--- src/rtl/rfifo_out_stage_if.sv ---
// Handshake bundle between the async FIFO read side, the output stage and the downstream consumer.
// The master modport is the output stage; the slave modport is its environment.
interface rfifo_out_stage_if #(
    parameter int DataWidth = 8
);
    logic                 rempty_i;
    logic                 rinc_o;
    logic [DataWidth-1:0] rdata_i;
    logic                 m_valid_o;
    logic                 m_ready_i;
    logic [DataWidth-1:0] m_data_o;

    modport master (
        input  rempty_i,
        input  rdata_i,
        input  m_ready_i,
        output rinc_o,
        output m_valid_o,
        output m_data_o
    );

    modport slave (
        output rempty_i,
        output rdata_i,
        output m_ready_i,
        input  rinc_o,
        input  m_valid_o,
        input  m_data_o
    );
endinterface

--- src/rtl/rfifo_out_stage.sv ---
// Read-domain output stage: converts the FIFO rempty/rinc/rdata interface into a registered
// valid/ready stream through a 2-entry head/skid buffer, with no path from m_ready_i to rinc_o.
module rfifo_out_stage #(
    parameter int DataWidth = 8
) (
    input  logic                rclk,
    input  logic                rrst,
    input  logic                flush_i,
    output logic [1:0]          occ_o,
    rfifo_out_stage_if.master   bus
);

    typedef enum logic [1:0] {
        EMPTY = 2'd0,
        ONE   = 2'd1,
        TWO   = 2'd2
    } occ_e;

    occ_e                 r_occ;
    logic [DataWidth-1:0] r_head;
    logic [DataWidth-1:0] r_skid;

    logic w_push;
    logic w_pop;

    // Pops only while a slot is free; depends on registered occupancy, never on m_ready_i.
    assign w_push = !bus.rempty_i && (r_occ == EMPTY || r_occ == ONE) && !flush_i && !rrst;
    assign w_pop  = bus.m_valid_o && bus.m_ready_i;

    assign bus.rinc_o    = w_push;
    assign bus.m_valid_o = (r_occ == ONE) || (r_occ == TWO);
    assign bus.m_data_o  = r_head;
    assign occ_o         = r_occ;

    // NOTE: every register in this block uses <= so all next-state terms read pre-edge values.
    always_ff @(posedge rclk or posedge rrst) begin
        if (rrst) begin
            r_occ  <= EMPTY;
            r_head <= '0;
            r_skid <= '0;
        end else if (flush_i) begin
            r_occ <= EMPTY;
        end else begin
            case (r_occ)
                EMPTY: begin
                    if (w_push) begin
                        r_head <= bus.rdata_i;
                        r_occ  <= ONE;
                    end
                end
                ONE: begin
                    case ({w_push, w_pop})
                        2'b11: r_head <= bus.rdata_i;
                        2'b10: begin
                            r_skid <= bus.rdata_i;
                            r_occ  <= TWO;
                        end
                        2'b01: r_occ <= EMPTY;
                        default: ;
                    endcase
                end
                TWO: begin
                    if (w_pop) begin
                        r_head <= r_skid;
                        r_occ  <= ONE;
                    end
                end
                // Encoding 3 is unreachable; recover to an empty buffer.
                default: r_occ <= EMPTY;
            endcase
        end
    end

endmodule
--- src/flat_wrapper.sv ---
// flat-port wrapper written by rule: the top's interface ports become plain ports
module rfifo_out_stage_flat 
#(
    parameter int DataWidth = 8
)
  (rclk, rrst, flush_i, occ_o, bus_rempty_i, bus_rdata_i, bus_m_ready_i, bus_rinc_o, bus_m_valid_o, bus_m_data_o);
  rfifo_out_stage_if #(.DataWidth(DataWidth)) bus_i ();
  input  logic rclk;
  input  logic rrst;
  input  logic flush_i;
  output logic [1:0] occ_o;
  input wire logic [$bits(bus_i.rempty_i)-1:0] bus_rempty_i;
  input wire logic [$bits(bus_i.rdata_i)-1:0] bus_rdata_i;
  input wire logic [$bits(bus_i.m_ready_i)-1:0] bus_m_ready_i;
  output wire logic [$bits(bus_i.rinc_o)-1:0] bus_rinc_o;
  output wire logic [$bits(bus_i.m_valid_o)-1:0] bus_m_valid_o;
  output wire logic [$bits(bus_i.m_data_o)-1:0] bus_m_data_o;
  assign bus_i.rempty_i = bus_rempty_i;
  assign bus_i.rdata_i = bus_rdata_i;
  assign bus_i.m_ready_i = bus_m_ready_i;
  assign bus_rinc_o = bus_i.rinc_o;
  assign bus_m_valid_o = bus_i.m_valid_o;
  assign bus_m_data_o = bus_i.m_data_o;
  rfifo_out_stage #(.DataWidth(DataWidth)) u_core (.rclk(rclk), .rrst(rrst), .flush_i(flush_i), .occ_o(occ_o), .bus(bus_i));
endmodule
--- config.mk ---
export PLATFORM = sky130hd
export DESIGN_NAME = rfifo_out_stage_flat
export DESIGN_NICKNAME = d
export VERILOG_FILES = /design/src/rtl/rfifo_out_stage_if.sv /design/src/rtl/rfifo_out_stage.sv /design/src/flat_wrapper.sv
export SDC_FILE = /design/constraint.sdc
export NUM_CORES = 1
export LEC_CHECK = 0
export ABC_AREA = 1
export BUFFER_PORTS_ARGS = -buffer_cell sky130_fd_sc_hd__clkbuf_2
export CORE_MARGIN = 1
export CORE_UTILIZATION = 30
export CTS_CLUSTER_DIAMETER = 60
export DETAILED_ROUTE_END_ITERATION = 10
export MAX_ROUTING_LAYER = met4
export PLACE_DENSITY = 0.53
export SYNTH_ARGS = -nofsm -noshare
export SYNTH_HDL_FRONTEND = slang
export SYNTH_SLANG_ARGS = --single-unit
--- constraint.sdc ---
create_clock -name rclk -period 2.1 [get_ports rclk]
set_input_delay 0 -clock rclk [delete_from_list [all_inputs] [get_ports rclk]]
set_output_delay 0 -clock rclk [all_outputs]
set_load 0.05 [all_outputs]
==> flow_summary.yaml, run 1 <==
logic_synthesis:
  yosys_warnings: 0
  synth.distinct_cells: 21
  synth_area_um2: 1022
  synth_area_leader_cell: "dfrtp_1"
  synth.top_cell.area_share: 0.4406
  synth.area.top_cells: "dfrtp_1 44%, o21ai_2 14%, nand2_1 11%, inv_1 5.9%, ha_1 4.9%"
  ys_ff_latch: 18
  synth_cells: 118
  postSynthAreaPerCell_um2: 8.663
  seq_area_frac_synth: 0.4406
  synth_nets: 135
worst_setup_path:
  path_cells: "inv_1 > ha_1 > inv_1 > nand2_2 > nand3_4 > a21oi_1 > nand2_2 > nand2_1 > o21ai_2"
  crit_path_start: "u_core.occ_o[1]"
  reg2reg_to: "u_core.bus.m_data_o[7]"
  path_max_fanout: 16
  r2r-start: "u_core.occ_o[1]"
  critPathSlowestCell: "dfrtp_2"
  cp_num_buf_inv: 2
  crit_type: "reg2reg"
  cp.required_ns: 2.27
  cp-start-kind: "flip-flop"
  r2r_cells: 9
  cp-end-kind: "flip-flop"
  crit_family: "simple AND/OR/NAND/NOR gates"
  critical-path-max-stage-delay_ns: 0.45
  worstPathArrival_ns: 1.98
  r2r_slack_ns: 0.29
cts:
  post_cts_resized: 0
  clockBufferDepth: 2
  cts.clk_slew.worst_paths_ns: 0.09
  cts_root_buf: "clkbuf_4"
  h-tree-depth: 1
  cts_hold_buf: 9
  post_cts_buffers: 0
  cts_buffers: 3
  cts_tree: "yes"
  clock_latency_ns: 0.28
  cts.sinks: 18
pwr:
  switching_power_w: 0.001009
  switching_share: 0.5285
  clockPowerShare: 0.088
  p_leak_nw: 0.6945
  internal_power_w: 0.0009002
  p_comb_frac: 0.598
  seqPwrFrac: 0.314
  peakVddDrop_mv: 0.5170
  p_per_area_nw_per_um2: 1467
layout:
  fin_area_um2: 1301
  syn2layout_area_growth_pct: 27.30
  layout-drive-gt1-share: 0.3529
  multi_input_area_um2: 481.7
  nNetsFinal: 171
  regArea_um2: 452.9
  layoutNonFillerInstCount: 197
  n_antenna_cell: 0
  fillers: 349
route:
  via_per_inst: 4.173
  vias: 822
  routed_wl_um: 1838
  drtAntennaViolNets: 0
  drt_pass1_iterations: 4
  wl_per_cell_um: 9.330
  drtIter0Drc: 38
  drc: 0
global_routing:
  track_usage: 0.1178
  grt_pass1_vias: 733
  gr-total-overflow: 0
  grt_pass1_wl_um: 3132
  antenna_found_initial: 0
  grt_max_degree: 19
sta:
  setup_viol: 0
  hold_viol: 0
  min_period_ns: 1.810
  drv_slew: 0
  hold_ws_ns: 0.08060
  relSlewSlack: 0.5566
  timing.fmax_mhz: 552.6
  min_period_over_period: 0.8617
  finalClockSkew_ns: 0.002574
  worst_pin_slew_ns: 0.6643
  finalSetupTns_ns: 0
  rsz0062_at_grt: "no"
placed_design:
  port_buffers: 24
  dpl-instance-area_um2: 1185
  place_inst: 184
  gp_congestion: 0.7975
  dp_hpwl_um: 1433
floorplan:
  rows: 20
  io_pins: 25
  die_area_um2: 3645
  die_w_um: 60.38
  die_height_um: 60.38
  initial_core_util: 0.3242
  core_region_area_um2: 3153
min_path:
  hold_start: "flush_i"
  hold_path.class: "in2reg"
  whs_endpoint: "u_core.occ_o[0]"
  min_path_cells: 4
run_status:
  status: "complete, no violations"
run:
  drv_cap: 0
per-stage QoR:
| step | power (W) | setup WS [ns] | utilization |
|---|---|---|---|
| after CTS | 0.001930 | 0.2883 | 0.4127 |
| after global routing | 0.002063 | 0.1621 | 0.4127 |
| after detailed placement | 0.001744 | 0.3094 | 0.3758 |
| after global placement | 0.001727 | 0.3498 | 0.3758 |
| final | 0.001909 | 0.2905 | 0.4127 |
| after floorplan | 0.001535 | 0.02046 | - |
Yosys cell counts:
| cell | n |
|---|---|
| clkinv_1 | 1 |
| ha_1 | 4 |
| o21ai_0 | 9 |
| clkbuf_1 | 1 |
| buf_6 | 1 |
| nor2_1 | 3 |
| nor3_1 | 1 |
| nand2_2 | 4 |
| dfrtp_1 | 18 |
| inv_2 | 1 |
| nand3_4 | 1 |
| nor2_8 | 1 |
| nand3_1 | 2 |
| o21ai_2 | 16 |
| nand3_2 | 1 |
| a31oi_1 | 1 |
| buf_4 | 1 |
| nand2_1 | 31 |
| inv_1 | 16 |
| a21oi_1 | 4 |
| o21ai_1 | 1 |
cell families after synthesis:
| family | after synthesis | synth area share |
|---|---|---|
| AOI/OAI and AO/OA | 31 | 0.2117 |
| and+or+nand+nor | 44 | 0.2105 |
| DFF | 18 | 0.4406 |
| buffers and inverters | 21 | 0.08812 |
| adders and majority gates | 4 | 0.04896 |
worst max path at each step:
stage | end | slack (ns) | depth (start not counted)
floorplan | u_core.bus.m_data_o[4] | 0.02 | 8
global placement | u_core.bus.m_data_o[6] | 0.35 | 9
detailed placement | u_core.bus.m_data_o[7] | 0.31 | 9
CTS | u_core.bus.m_data_o[7] | 0.29 | 9
global route | u_core.bus.m_data_o[7] | 0.16 | 9
finish | u_core.bus.m_data_o[7] | 0.29 | 9
power by group through the flow:
stage                     Clock, W  Combinational (W)  Sequential, W
after CTS                 0.000178            0.00115       0.000601
after detailed placement         0            0.00114       0.000608
after floorplan                  0           0.000629       0.000906
final                     0.000168            0.00114       0.000599
after global routing      0.000191            0.00125       0.000619
after global placement           0            0.00113       0.000599
worst min-delay path: cells and delay by family:
family / cells / cell delay, ns
AOI/OAI and AO/OA: 1 / 0.06
buffers and inverters: 1 / 0.15
and+or+nand+nor: 2 / 0.13
flip-flops by register name (all words and copies together), names as in the netlist:
signal,count
u_core.occ_o,2
u_core.r_skid,8
u_core.bus.m_data_o,8
layout by cell type (no fill, tap or decap), types with 4 or more instances in the layout:
master,instances
a21oi_1,4
clkbuf_2,24
dfrtp_1,16
dlygate4sd3_1,9
ha_1,4
inv_1,16
nand2_1,31
nand2_2,4
o21ai_0,9
o21ai_2,16
layer usage:
layer | share of wire | GRT usage | wire [um]
met1 | 0.50 | 0.1602 | 916
met2 | 0.46 | 0.1774 | 845
met3 | 0.041 | 0.03838 | 76
met4 | 0 | 0.009967 | 0
met5 | 0 | - | 0
cell type report:
type | instances | share of cell area
Multi-Input combinational cell | 79 | 0.3702
Sequential cell | 18 | 0.3481
Timing Repair Buffer | 34 | 0.1673
Inverter | 18 | 0.05192
Tap cell | 44 | 0.04231
Clock buffer | 4 | 0.02019
Power figures use the tool's default switching activity.
==> inputs of run 2 (changes only) <==
--- a/config.mk
+++ b/config.mk
@@ -11,8 +11,10 @@
 export CORE_UTILIZATION = 30
 export CTS_CLUSTER_DIAMETER = 60
 export DETAILED_ROUTE_END_ITERATION = 10
+export HOLD_SLACK_MARGIN = 0.02
 export MAX_ROUTING_LAYER = met4
 export PLACE_DENSITY = 0.53
+export REMOVE_ABC_BUFFERS = 1
 export SYNTH_ARGS = -nofsm -noshare
 export SYNTH_HDL_FRONTEND = slang
 export SYNTH_SLANG_ARGS = --single-unit
==> run 2 against run 1 <==
Effect of this change:
- core utilization rose by 0.24 points
- maximum frequency increased by 1.6%
- setup slack improved by 0.028 ns
- critical path depth unchanged
- final cell count is the same
- critical path type unchanged
- largest cell class unchanged
- highest routed layer is now met4
==> flow_summary.yaml, run 2 (synthesis results as in run 1) <==
worst_setup_path:
  cp_num_buf_inv: 3
  cp-start-kind: "flip-flop"
  r2r_cells: 9
  crit_top_cell: "inv_1"
  cp-end-kind: "flip-flop"
  path_max_fanout: 16
  critPathSlowestCell: "dfrtp_1"
  r2r_slack_ns: 0.32
  cp.required_ns: 2.28
  crit_family: "simple AND/OR/NAND/NOR gates"
  path_cells: "inv_1 > ha_1 > inv_1 > nand2_2 > nand3_4 > inv_2 > nand3_2 > nand2_1 > o21ai_2"
  critical-path-max-stage-delay_ns: 0.44
  reg2reg_to: "u_core.r_skid[6]"
  r2r-start: "u_core.occ_o[1]"
  worstPathArrival_ns: 1.96
  crit_type: "reg2reg"
layout:
  fin_area_um2: 1309
  layoutNonFillerInstCount: 197
  final_common_cell: "nand2_1"
  syn2layout_area_growth_pct: 28.03
  regArea_um2: 450.4
  layout-drive-gt1-share: 0.3464
  fillers: 340
  final_cell_mix: "31 x nand2_1, 24 x clkbuf_2, 18 x dfrtp_1"
  multi_input_area_um2: 481.7
  nNetsFinal: 171
  n_antenna_cell: 0
placed_design:
  dpl-instance-area_um2: 1182
  port_buffers: 24
  dp_hpwl_um: 1423
  place_inst: 184
  gp_congestion: 0.7313
sta:
  relSlewSlack: 0.5390
  finalSetupTns_ns: 0
  rsz0062_at_grt: "no"
  drv_slew: 0
  min_period_over_period: 0.8484
  worst_pin_slew_ns: 0.6907
  hold_viol: 0
  finalClockSkew_ns: 0.005598
  timing.fmax_mhz: 561.3
  min_period_ns: 1.782
  hold_ws_ns: 0.07940
  setup_viol: 0
route:
  vias: 846
  drc: 0
  drtAntennaViolNets: 0
  wl_per_cell_um: 9.883
  via_per_inst: 4.294
  routed_wl_um: 1947
  drtIter0Drc: 34
  drt_pass1_iterations: 4
pwr:
  peakVddDrop_mv: 0.6596
  p_total_w: 0.001946
  p_leak_nw: 0.7033
  p_per_area_nw_per_um2: 1487
run:
  drv_cap: 0
cts:
  cts_buffers: 3
  cts.sinks: 18
  clockBufferDepth: 2
  cts.clk_slew.worst_paths_ns: 0.10
  h-tree-depth: 1
  cts_tree: "yes"
  post_cts_resized: 0
  cts_root_buf: "clkbuf_4"
  clock_latency_ns: 0.29
floorplan:
  io_pins: 25
  die_area_um2: 3645
  die_w_um: 60.38
  initial_core_util: 0.3242
  rows: 20
  core_region_area_um2: 3153
  die_height_um: 60.38
global_routing:
  grt_pass1_vias: 785
  track_usage: 0.1281
  grt_pass1_wl_um: 3305
  antenna_found_initial: 0
  grt_max_degree: 19
  gr-total-overflow: 0
min_path:
  hold_start: "flush_i"
  min_path_cells: 4
  whs_endpoint: "u_core.occ_o[0]"
  hold_path.class: "in2reg"
run_status:
  status: "complete, no violations"
-- run 2: layout make-up --
cell class,instances,area share
Clock buffer,4,0.02772
Timing Repair Buffer,34,0.1663
Sequential cell,18,0.3442
Multi-Input combinational cell,79,0.3681
Tap cell,44,0.04206
Inverter,18,0.05163
-- run 2: repair_timing --
item	CTS	global route
buffers inserted	0	0
hold endpoints to repair	26	0
hold buffers	9	0
-- run 2: per-layer routing --
layer / track usage / wire length (um) / up-vias
met5: - / 0 / -
met4: 0.03322 / 14 / 0
met3: 0.05117 / 90 / 2
met2: 0.2072 / 955 / 21
met1: 0.1473 / 887 / 381
li1: - / - / 442
-- run 2: per-stage QoR --
| stage | worst slack (ns) | util |
|---|---|---|
| CTS | 0.3028 | 0.4151 |
| floorplan | -0.1700 | - |
| global placement | 0.3671 | 0.3750 |
| detailed placement | 0.3176 | 0.3750 |
| finish | 0.3185 | 0.4151 |
| global route | 0.1383 | 0.4151 |
-- run 2: worst max path at each step --
stage	start	to	slack, ns	depth (start not counted)
final	u_core.occ_o[1]	u_core.r_skid[6]	0.32	9
after CTS	u_core.occ_o[1]	u_core.bus.m_data_o[0]	0.30	9
after global placement	u_core.occ_o[1]	u_core.bus.m_data_o[7]	0.37	9
after global routing	u_core.occ_o[0]	u_core.bus.m_data_o[0]	0.14	9
after floorplan	u_core.occ_o[0]	u_core.bus.m_data_o[0]	-0.17	7
after detailed placement	u_core.occ_o[1]	u_core.bus.m_data_o[0]	0.32	9
-- run 2: power breakdown --
group	total (W)	internal, W	switching (W)
sequential	0.000596	0.000503	0.0000926
clock	0.000210	0.000106	0.000104
combinational	0.00114	0.000321	0.000819
total	0.00195	0.000930	0.00102
-- run 2: tightest hold or removal path, cell delays in order --
cell	delay, ns
clkbuf_2	0.15
a21oi_1	0.06
nand3_1	0.08
nand2_1	0.05
==> inputs of run 3 (changes only) <==
--- a/config.mk
+++ b/config.mk
@@ -13,7 +13,7 @@
 export DETAILED_ROUTE_END_ITERATION = 10
 export HOLD_SLACK_MARGIN = 0.02
 export MAX_ROUTING_LAYER = met4
-export PLACE_DENSITY = 0.53
+export PLACE_DENSITY = 0.55
 export REMOVE_ABC_BUFFERS = 1
 export SYNTH_ARGS = -nofsm -noshare
 export SYNTH_HDL_FRONTEND = slang
==> constraint.sdc (replaced) <==
create_clock -name rclk -period 1.5 [get_ports rclk]
set_input_delay 0 -clock rclk [delete_from_list [all_inputs] [get_ports rclk]]
set_output_delay 0 -clock rclk [all_outputs]
set_load 0.05 [all_outputs]
==> run 3 against run 2 <==
Effect of this change:
- the run now ends with negative setup slack left
- non-clock buffer count increased by 18
- global-route usage increased by 1.4 points
- sequential power increased by 45%
- clock power increased by 43%
- critical path depth increased by 1
- cell area increased by 22%
- core utilization increased by 9.0 points
- combinational power increased by 98%
- clock skew decreased by 0.0013 ns
- sequential share of layout area decreased by 6.1 points
- first-iteration DRC count decreased by 41%
==> flow_summary.yaml, run 3 (synthesis results as in run 1) <==
route:
  wl_per_cell_um: 10.92
  wl_met3_um: 71
  via_per_inst: 4.400
  drtIter0Drc: 20
  drt_pass1_iterations: 4
  met1Wirelength_um: 887
  vias: 946
  drc: 0
  routed_wl_um: 2348
  wl_met2_um: 1350
  drtAntennaViolNets: 0
  top_layer_used: "met4"
floorplan:
  die_area_um2: 3645
  die_w_um: 60.38
  core_region_area_um2: 3153
  io_pins: 25
  die_height_um: 60.38
  initial_core_util: 0.3242
  rows: 20
layout:
  regArea_um2: 451.7
  n_antenna_cell: 0
  layout-drive-gt1-share: 0.5263
  nNetsFinal: 189
  final_cell_mix: "24 x nand2_1, 23 x clkbuf_2, 17 x o21ai_2, 17 x dfrtp_1, 15 x buf_4"
  final_common_cell: "nand2_1"
  syn2layout_area_growth_pct: 55.94
  fin_util: 0.5056
  multi_input_area_um2: 574.3
  fillers: 312
placed_design:
  dp_hpwl_um: 1603
  port_buffers: 24
  dp_worst_setup_slack_ns: -0.1040
  gp_congestion: 0.7443
cts:
  cts.clk_slew.worst_paths_ns: 0.10
  cts.sinks: 18
  cts_buffers: 3
  h-tree-depth: 1
  clock_latency_ns: 0.29
  cts_tree: "yes"
  clockBufferDepth: 2
  cts_root_buf: "clkbuf_4"
worst_setup_path:
  path_cells: "inv_2 > ha_4 > inv_2 > nand2_4 > nand3_4 > o21ai_2 > nand2_2 > buf_6 > nand2_2 > o21ai_2"
  r2r_cells: 10
  r2r_slack_ns: -0.05
  crit_path_start: "u_core.occ_o[0]"
  critPathSlowestCell: "dfrtp_2"
  path_max_fanout: 6
  cp-end-kind: "flip-flop"
  reg2reg_to: "u_core.bus.m_data_o[1]"
  critical-path-max-stage-delay_ns: 0.46
  worstPathArrival_ns: 1.74
  cp-start-kind: "flip-flop"
  r2r-start: "u_core.occ_o[0]"
  crit_path_end: "u_core.bus.m_data_o[1]"
  crit_type: "reg2reg"
  cp.required_ns: 1.69
pwr:
  p_per_area_nw_per_um2: 2149
  p_leak_nw: 0.8297
  peakVddDrop_mv: 0.8735
sta:
  worst_pin_slew_ns: 0.3241
  rsz0062_at_grt: "yes"
  setup_viol: 10
  finalClockSkew_ns: 0.004258
  hold_viol: 0
  drv_slew: 0
  relSlewSlack: 0.7817
  fin_ws_ns: -0.05403
  min_period_ns: 1.554
  timing.fmax_mhz: 643.5
  min_period_over_period: 1.036
run_status:
  status: "finished, violations left"
  violations: "negative setup slack"
global_routing:
  grt_pass1_vias: 884
  gr-total-overflow: 0
  grt_max_degree: 19
  grt_pass1_wl_um: 3663
  antenna_found_initial: 0
  track_usage: 0.1424
run:
  drv_cap: 0
min_path:
  hold_path.class: "in2reg"
## run 3: timing repair
item / 4_1_cts / 5_1_grt
setup endpoints to repair: 19 / 19
resized for setup: 16 / 15
endpoints found under the hold margin: 26 / 0
buffers inserted: 3 / 1
hold buffers: 9 / 0
pin swaps: 2 / 5
cloned: 0 / 1
## run 3: metrics by stage
step | area (um^2) | setup TNS [ns] | hold slack (ns) | power (W) | instances
2_1_floorplan | 999.7 | -12.50 | -0.06143 | 0.002109 | 115
3_3_place_gp | 1305 | -0.2360 | 0.08821 | 0.002661 | 197
3_5_place_dp | 1305 | -1.246 | 0.09442 | 0.002707 | 197
4_1_cts | 1510 | -0.2469 | 0.07089 | 0.003231 | 213
5_1_grt | 1594 | -2.038 | 0.07113 | 0.003665 | 215
6_report | 1594 | -0.4501 | 0.08838 | 0.003425 | 215
## run 3: critical path, delay by kind of cell, from the launching register on
kind,cells,cell delay [ns]
DFF,1,0.46
and+or+nand+nor,4,0.34
buffers and inverters,3,0.30
AOI/OAI and AO/OA,2,0.21
adders and majority gates,1,0.13
## run 3: worst min-delay path by stage
stage	startpoint	cells past startpoint	slack (ns)	to
2_1_floorplan	rrst	1	-0.06	u_core.bus.m_data_o[0]
3_3_place_gp	rrst	3	0.09	u_core.r_skid[6]
3_5_place_dp	rrst	3	0.09	u_core.r_skid[6]
4_1_cts	flush_i	4	0.07	u_core.occ_o[0]
5_1_grt	flush_i	4	0.07	u_core.occ_o[0]
6_report	flush_i	4	0.09	u_core.occ_o[0]
## run 3: cell type report
cell class              instances  share of cell area
clock buffers                   4             0.02276
inverters                      18             0.04239
multi-input cells              79              0.3603
flip-flops and latches         18              0.2834
well taps                      44             0.03454
repair buffers                 52              0.2567
## run 3: layer usage
metal,vias to the layer above,GRT usage
met5,-,-
met4,0,0.06645
met3,4,0.03838
met2,20,0.2590
met1,439,0.1389
li1,483,-
## run 3: report_power, final
| part | total, W | switching (W) | internal (W) |
|---|---|---|---|
| clock network | 0.000300 | 0.000152 | 0.000148 |
| logic | 0.00226 | 0.00137 | 0.000893 |
| registers | 0.000866 | 0.000158 | 0.000708 |
| total | 0.00342 | 0.00168 | 0.00175 |
